===== config.mk =====
export PLATFORM = sky130hd
export DESIGN_NAME = maj_net_eval
export DESIGN_NICKNAME = d
export VERILOG_FILES = /design/src/rtl/maj_net_eval.sv
export SDC_FILE = /design/constraint.sdc
export NUM_CORES = 1
export LEC_CHECK = 0
export CAP_MARGIN = 20
export CORE_MARGIN = 2
export CORE_UTILIZATION = 40
export CTS_CLUSTER_DIAMETER = 200
export DETAILED_ROUTE_END_ITERATION = 16
export SYNTH_ARGS = -nofsm -noshare
export SYNTH_HDL_FRONTEND = slang
export SYNTH_SLANG_ARGS = --single-unit

===== constraint.sdc =====
create_clock -name clk -period 5.5 [get_ports clk]
set_clock_uncertainty 0.1 [all_clocks]
set_input_delay 1.1 -clock clk [delete_from_list [all_inputs] [get_ports clk]]
set_output_delay 1.1 -clock clk [all_outputs]
set_load 0.01 [all_outputs]

===== src/rtl/maj_net_eval.sv =====
// maj_net_eval: programmable network of MAJ3 gates, evaluated one gate per cycle,
// either for a single input vector or swept over all 2^NIN vectors with a ones count.
module maj_net_eval #(
    parameter int NIN = 7,
    parameter int NGATE = 6,
    localparam int SW = $clog2(1 + NIN + NGATE),
    localparam int CW = 3 * (SW + 1),
    localparam int AW = (NGATE > 1) ? $clog2(NGATE) : 1
) (
    input  logic            clk,
    input  logic            rst,
    input  logic            cfg_we,
    input  logic [AW-1:0]   cfg_addr,
    input  logic [CW-1:0]   cfg_data,
    output logic            cfg_err,
    input  logic            in_valid,
    output logic            in_ready,
    input  logic [NIN-1:0]  in_x,
    input  logic            in_mode,
    output logic            out_valid,
    input  logic            out_ready,
    output logic            out_bit,
    output logic [NIN:0]    out_count
);
    typedef enum logic [1:0] {IDLE, EVAL, SWEEP, HOLD} state_t;
    state_t r_state, w_next;
    logic [CW-1:0] r_cfg [NGATE];
    logic [NGATE-1:0] r_g;
    logic [NIN-1:0] r_x, r_p, w_x;
    logic [AW-1:0] r_k;
    logic r_mode, r_bit, r_err;
    logic [NIN:0] r_cnt;
    logic [2**SW-1:0] w_v;
    logic [2:0][SW-1:0] w_sel;
    logic [2:0] w_inv, w_bad, w_op;
    logic w_gate, w_last, w_busy;
    // Operand space: bit 0 = const 0, then inputs, then gate values; a selector is
    // legal only if it points below the gate currently being evaluated.
    always_comb begin
        w_x = r_mode ? r_p : r_x;
        w_v = '0;
        w_v[NIN+NGATE:0] = {r_g, w_x, 1'b0};
        for (int i = 0; i < 3; i++) begin
            w_sel[i] = r_cfg[r_k][i*(SW+1) +: SW];
            w_inv[i] = r_cfg[r_k][i*(SW+1)+SW];
            w_bad[i] = int'(w_sel[i]) > NIN + int'(r_k);
            w_op[i] = (w_bad[i] ? 1'b0 : w_v[w_sel[i]]) ^ w_inv[i];
        end
        w_gate = (w_op[0] & w_op[1]) | (w_op[0] & w_op[2]) | (w_op[1] & w_op[2]);
        w_last = int'(r_k) == NGATE - 1;
        w_busy = r_state == EVAL || r_state == SWEEP;
        w_next = r_state;
        if (r_state == IDLE && in_valid) w_next = in_mode ? SWEEP : EVAL;
        if (r_state == EVAL && w_last) w_next = HOLD;
        if (r_state == SWEEP && w_last && &r_p) w_next = HOLD;
        if (r_state == HOLD && out_ready) w_next = IDLE;
    end
    always_ff @(posedge clk or posedge rst) begin
        if (rst) r_state <= IDLE;
        else r_state <= w_next;
    end
    always_ff @(posedge clk or posedge rst) begin
        if (rst) begin
            for (int i = 0; i < NGATE; i++) r_cfg[i] <= '0;
            r_g <= '0;
            r_x <= '0;
            r_p <= '0;
            r_k <= '0;
            r_mode <= 1'b0;
            r_bit <= 1'b0;
            r_err <= 1'b0;
            r_cnt <= '0;
        end else begin
            if (r_state == IDLE) begin
                if (cfg_we && int'(cfg_addr) < NGATE) r_cfg[cfg_addr] <= cfg_data;
                if (in_valid) begin
                    r_x <= in_x;
                    r_mode <= in_mode;
                    r_k <= '0;
                    r_p <= '0;
                    if (in_mode) r_cnt <= '0;
                end
            end
            if (w_busy) begin
                r_g[r_k] <= w_gate;
                if (|w_bad) r_err <= 1'b1;
                r_k <= w_last ? '0 : r_k + AW'(1);
                if (w_last) begin
                    r_bit <= w_gate;
                    if (r_mode) begin
                        r_cnt <= r_cnt + {{NIN{1'b0}}, w_gate};
                        r_p <= r_p + NIN'(1);
                    end
                end
            end
        end
    end
    assign in_ready = r_state == IDLE;
    assign out_valid = r_state == HOLD;
    assign out_bit = r_bit;
    assign out_count = r_cnt;
    assign cfg_err = r_err;
endmodule


* Word level (Yosys, flattened, before mapping)
Index checks and enable logic that the tools add are counted.
Word-level totals: RAM bits 0, register bits 126, memory bits (read-only) 0, word-level logic and storage cells 104, latch bits 0, input bits 31, memories kept 0
Operators by class: mux-type cells 39, reduce and logical (&&, ||, !) cells 20, bitwise gates (word level) 10, equal/unequal tests 4, div/mod/pow operators 0, shift operators 0, multiply operators 0, add/sub/neg operators 4, order comparisons 12
Operator list (count):
- 90-bit bitwise mux | 1
- 5-bit by 32-bit > comparator with 1-bit output | 2
- 8-bit two-way mux | 6
- 15-bit binary-select mux with 3-bit select | 1
- 15-bit demux with 3-bit select | 1
- 15-bit two-way mux | 3
- 7-bit two-way mux | 6
- 4-bit by 5-bit < comparator with 1-bit output, second input constant | 3
- 1-bit binary-select mux with 4-bit select | 3
- 3-bit two-way mux | 4
- 2-bit two-way mux | 5
- 2-bit AND reduction | 5
- 8-bit by 1-bit adder with 8-bit output | 1
- 4-bit >= comparator, second input constant | 2
- 1-bit logical AND | 8
- 3-bit NOT with 4-bit output | 2
- 7-bit by 1-bit adder with 7-bit output, second input constant | 1
- 1-bit two-way mux | 7
- 7-bit AND reduction | 1
- 6-bit bitwise mux | 1
- 3-bit by 3-bit adder with 4-bit output, first input constant | 1
- 2-bit == test, second input constant | 2
- 4-bit > comparator | 1
- 3-bit by 4-bit < comparator with 1-bit output, second input constant | 1
- 15 further kinds | 21

* Depth between registers and ports, before layout
word-level depth 15, gate-level depth with buffers 24

* Worst setup path before layout
OpenSTA, ideal clock, no wires.
path kind reg2reg, start point reg r_k[1], end point reg r_cnt[6], in the netlist out_count[6], buffers on the path 2, required time 5317 ps, cell stages (with the launch flop) 25, setup time 83 ps, arrival time 4045 ps, slack 1272 ps, cells stage by stage dfrtp_1 -> nor2b_1 -> buf_4 -> buf_4 -> a22oi_1 -> a2bb2oi_1 -> o21a_1 -> inv_1 -> ha_1 -> nor2b_1 -> o21a_1 -> o21a_1 -> o21ai_0 -> o31ai_1 -> a211oi_1 -> xnor2_1 -> maj3_4 -> inv_2 -> ha_1 -> ha_1 -> and3_1 -> and3_1 -> o21ai_0 -> nand2_1 -> o21ai_0
Between the ends: longest elaborated chain between the ends 15
RTL lines:
- start: declaration | line 30 | logic [AW-1:0] r_k;
- start signal: assignment | line 87 | r_k <= w_last ? '0 : r_k + AW'(1);
- branches (longest 10 deep; another with 5-bit by 32-bit > comparator with 1-bit output)
- 1-bit bitwise OR * | line 49 | w_gate = (w_op[0] & w_op[1]) | (w_op[0] & w_op[2]) | (w_op[1] & w_op[2]);
- named net w_gate | line 36 | logic w_gate, w_last, w_busy;
- 8-bit by 1-bit adder with 8-bit output * | line 91 | r_cnt <= r_cnt + {{NIN{1'b0}}, w_gate};
- 8-bit two-way mux * | line 90 | if (r_mode) begin
- 8-bit two-way mux * | line 88 | if (w_last) begin
- 8-bit two-way mux * | line 84 | if (w_busy) begin
- end signal: assignment | line 91
- end: declaration | line 32 | logic [NIN:0] r_cnt;
Mark *: on every way through the listed nets, which the timed path passes. The select of a mux whose other input is x is not followed. A chain may end at the register's enable or synchronous reset.

* Worst setup path after layout
start point reg r_k[0], end point reg r_cnt[6], in the netlist out_count[6]
The elaborated chain is that of the path after synthesis.

==> flow_summary.yaml <==
placed_design:
  gp_congestion: 0.831
  dpl.hpwl_um: 11500
  port_buffers: 42
  placed_area_um2: 7480
layout:
  drive_above_1_share_pct: 30.9
  final_common_cell: "dfrtp_1"
  antenna_cells: 0
  mostFrequentLayoutCells: "dfrtp_1 (126), mux2_2 (109), nand2_1 (47)"
  final_area_um2: 8100
  area_growth_pct: 17.8
  fin_util_pct: 48.5
  nets: 671
synthesis:
  yosysWarnings: 0
  yosys.area_share.adder_pct: 4.57
  yosys.area_share.simple_pct: 9.05
  ys_seq_area_share_pct: 45.9
  synthMuxAreaShare_pct: 25.5
  synth-compound-area-share_pct: 10.9
  syn_inst: 566
  ys_ff_latch: 126
  synth_nets: 621
  ys_types: 70
  synth.avg_cell_area_um2: 12.1
  synthFlopType: "dfrtp_1"
  async_flop_share_pct: 100
  synth_xor_area_share_pct: 0.637
  synth_area_um2: 6870
  synth_top_family_by_area: "multiplexers"
  synth_edf_count: 0
cts:
  cts.sinks: 126
  htree_levels: 4
  cts_root_buf: "clkbuf_16"
  clkSlewWorstSetupHoldPaths_ns: 0.06
  numCtsBuffers: 17
  cts_hold_buf: 0
  cts_setup_buffers: 0
  clock_path_buffers: 2
  clk_latency_ns: 0.41
  cts_tree: "yes"
  post_cts_resized: 0
floorplanning:
  core_um2: 16700
  die_area_um2: 18200
  chipWidth_um: 135
  io_pins: 43
  start_util_pct: 41.2
  die_h_um: 135
  std_cell_rows: 47
power_and_ir_drop:
  finalPower_mw: 5.18
  peakVddDrop_uv: 383
  p_per_area_nw_per_um2: 640
  p_leak_nw: 3.57
grt:
  antenna_found_initial: 0
  grt_overflow: 0
  grt_pass1_vias: 4966
  grt_start_max_net_pins: 68
  track_usage_pct: 19.0
  grt_pass1_wl_um: 26500
sta:
  min_period_ns: 4.84
  max_freq_mhz: 206
  hold_viol: 0
  hold_slack_ns: 0.395
  setup_viol: 0
  tns_ns: 0
  tightest_slew_ns: 0.999
  min_period_over_period_pct: 88.0
  max_slew_margin_pct: 33.3
  maxSlewViolCount: 0
  rsz0062_at_grt: "false"
drt:
  wirelength_um: 16200
  routedWlPerCell_um: 19.1
  num_vias: 4670
  ant_nets: 0
  drc_errors: 0
  viasPerCell: 5.51
  drtPass1Iterations: 4
  drtIter0Drc: 263
critical_path:
  end_kind: "register"
  arrival_ns: 5.08
  critPathMaxFanout: 26
  cp_slowest_cell: "dfrtp_1"
  worstPathRequired_ns: 5.73
  crit_chain: "buf_4, inv_2, nor2_1, a21oi_1, o21a_1, inv_1, ha_1, nor2b_1, o21a_1, o21a_1, o21ai_0, o31ai_1, a211oi_1, xnor2_1, maj3_4, inv_2, ha_1, ha_1, and3_1, and3_1, o21ai_0, nand2_1, o21ai_0"
  ff2ff_setup_slack_ns: 0.66
  start_kind: "register"
  critPathMaxStageDelay_ns: 0.58
  path_class: "reg -> reg"
run:
  maxCapViolations: 0
status:
  outcome: "finished, final reports clean"
min_path:
  holdCritPathClass: "reg -> reg"
## path summary, 6_finish.rpt
| kind | cells past startpoint | end | from |
|---|---|---|---|
| hold / removal | 1 | cfg_err$_DFFE_PP0P_ | cfg_err$_DFFE_PP0P_ |
| hold reg to reg | 1 | cfg_err$_DFFE_PP0P_ | cfg_err$_DFFE_PP0P_ |
| max in group asynchronous | 3 | r_p[1]$_DFF_PP0_ | rst |
| setup / recovery | 23 | out_count[6]$_DFF_PP0_ | r_k[0]$_DFFE_PP0P_ |
| min in group asynchronous | 2 | r_cfg[86]$_DFFE_PP0P_ | rst |
| setup reg to reg | 23 | out_count[6]$_DFF_PP0_ | r_k[0]$_DFFE_PP0P_ |
## report_power, final
group          leakage (nW)  internal (mW)  switching (mW)  total, mW
clock                 0.280          0.730           0.400       1.13
sequential             1.58           1.31           0.267       1.58
combinational          1.70           1.19            1.28       2.47
## per-stage QoR
stage,std cells,worst slack (ns)
after global placement,815,0.848
after detailed placement,816,0.699
final,847,0.657
after CTS,846,0.678
after global routing,847,0.134
after floorplan,566,0.944
## registers in the layout (all words and copies together), names as in the netlist
| name | count |
|---|---|
| r_mode | 1 |
| r_state | 2 |
| out_bit | 1 |
| out_count | 8 |
| r_p | 7 |
| r_k | 3 |
| r_cfg | 90 |
| r_g | 6 |
| r_x | 7 |
| cfg_err | 1 |
## synth_stat cells, types with 4 or more instances
master / number / area, um2
nand3_1: 8 / 40.0
dfrtp_1: 126 / 3150
nor2_1: 29 / 109
nand3b_1: 4 / 30.0
nand2_1: 47 / 176
mux2_2: 109 / 1230
a21oi_1: 6 / 30.0
mux2_1: 5 / 56.3
buf_6: 7 / 78.8
clkbuf_1: 10 / 37.5
a221oi_1: 4 / 35.0
and3_1: 8 / 50.1
nor3_1: 7 / 35.0
mux2i_1: 31 / 310
mux4_2: 5 / 113
a21oi_2: 7 / 61.3
a221oi_2: 5 / 75.1
o21ai_0: 31 / 155
nor2b_1: 7 / 43.8
ha_1: 24 / 300
inv_1: 9 / 33.8
## routing by layer
metal  global-route usage, %  part of all wire [%]  routed length (um)
met4                    6.31                   1.9                 307
met2                    31.2                    49                7890
met3                    4.28                   3.2                 512
met1                    24.8                    46                7490
met5                       0                     0                   0
## final cells by class
| cell class | count | area, um2 |
|---|---|---|
| clock buffer | 20 | 457 |
| inverter | 12 | 47.5 |
| fill | 1526 | 8610 |
| multi-input combinational | 404 | 3490 |
| timing repair buffer | 55 | 529 |
| tap | 220 | 275 |
| sequential | 126 | 3150 |
| clock inverter | 10 | 139 |
## worst max-delay path, delay by kind of cell (launching register included)
family	cells	cell delay, ns
AND/OR/NAND/NOR	5	0.74
flip-flops	1	0.58
AO/OA/AOI/OAI	9	1.39
adder cells (fa/ha/maj)	4	0.96
XOR/XNOR	1	0.18
buffers and inverters	4	0.78
## cells by family after synthesis
| family | count (synthesis) |
|---|---|
| muxes | 153 |
| and+or+nand+nor | 129 |
| DFF | 126 |
| AOI/OAI and AO/OA | 92 |
| buffers and inverters | 36 |
| adders and majority gates | 25 |
| xor gates and xnor gates | 5 |
Power figures use the tool's default switching activity.
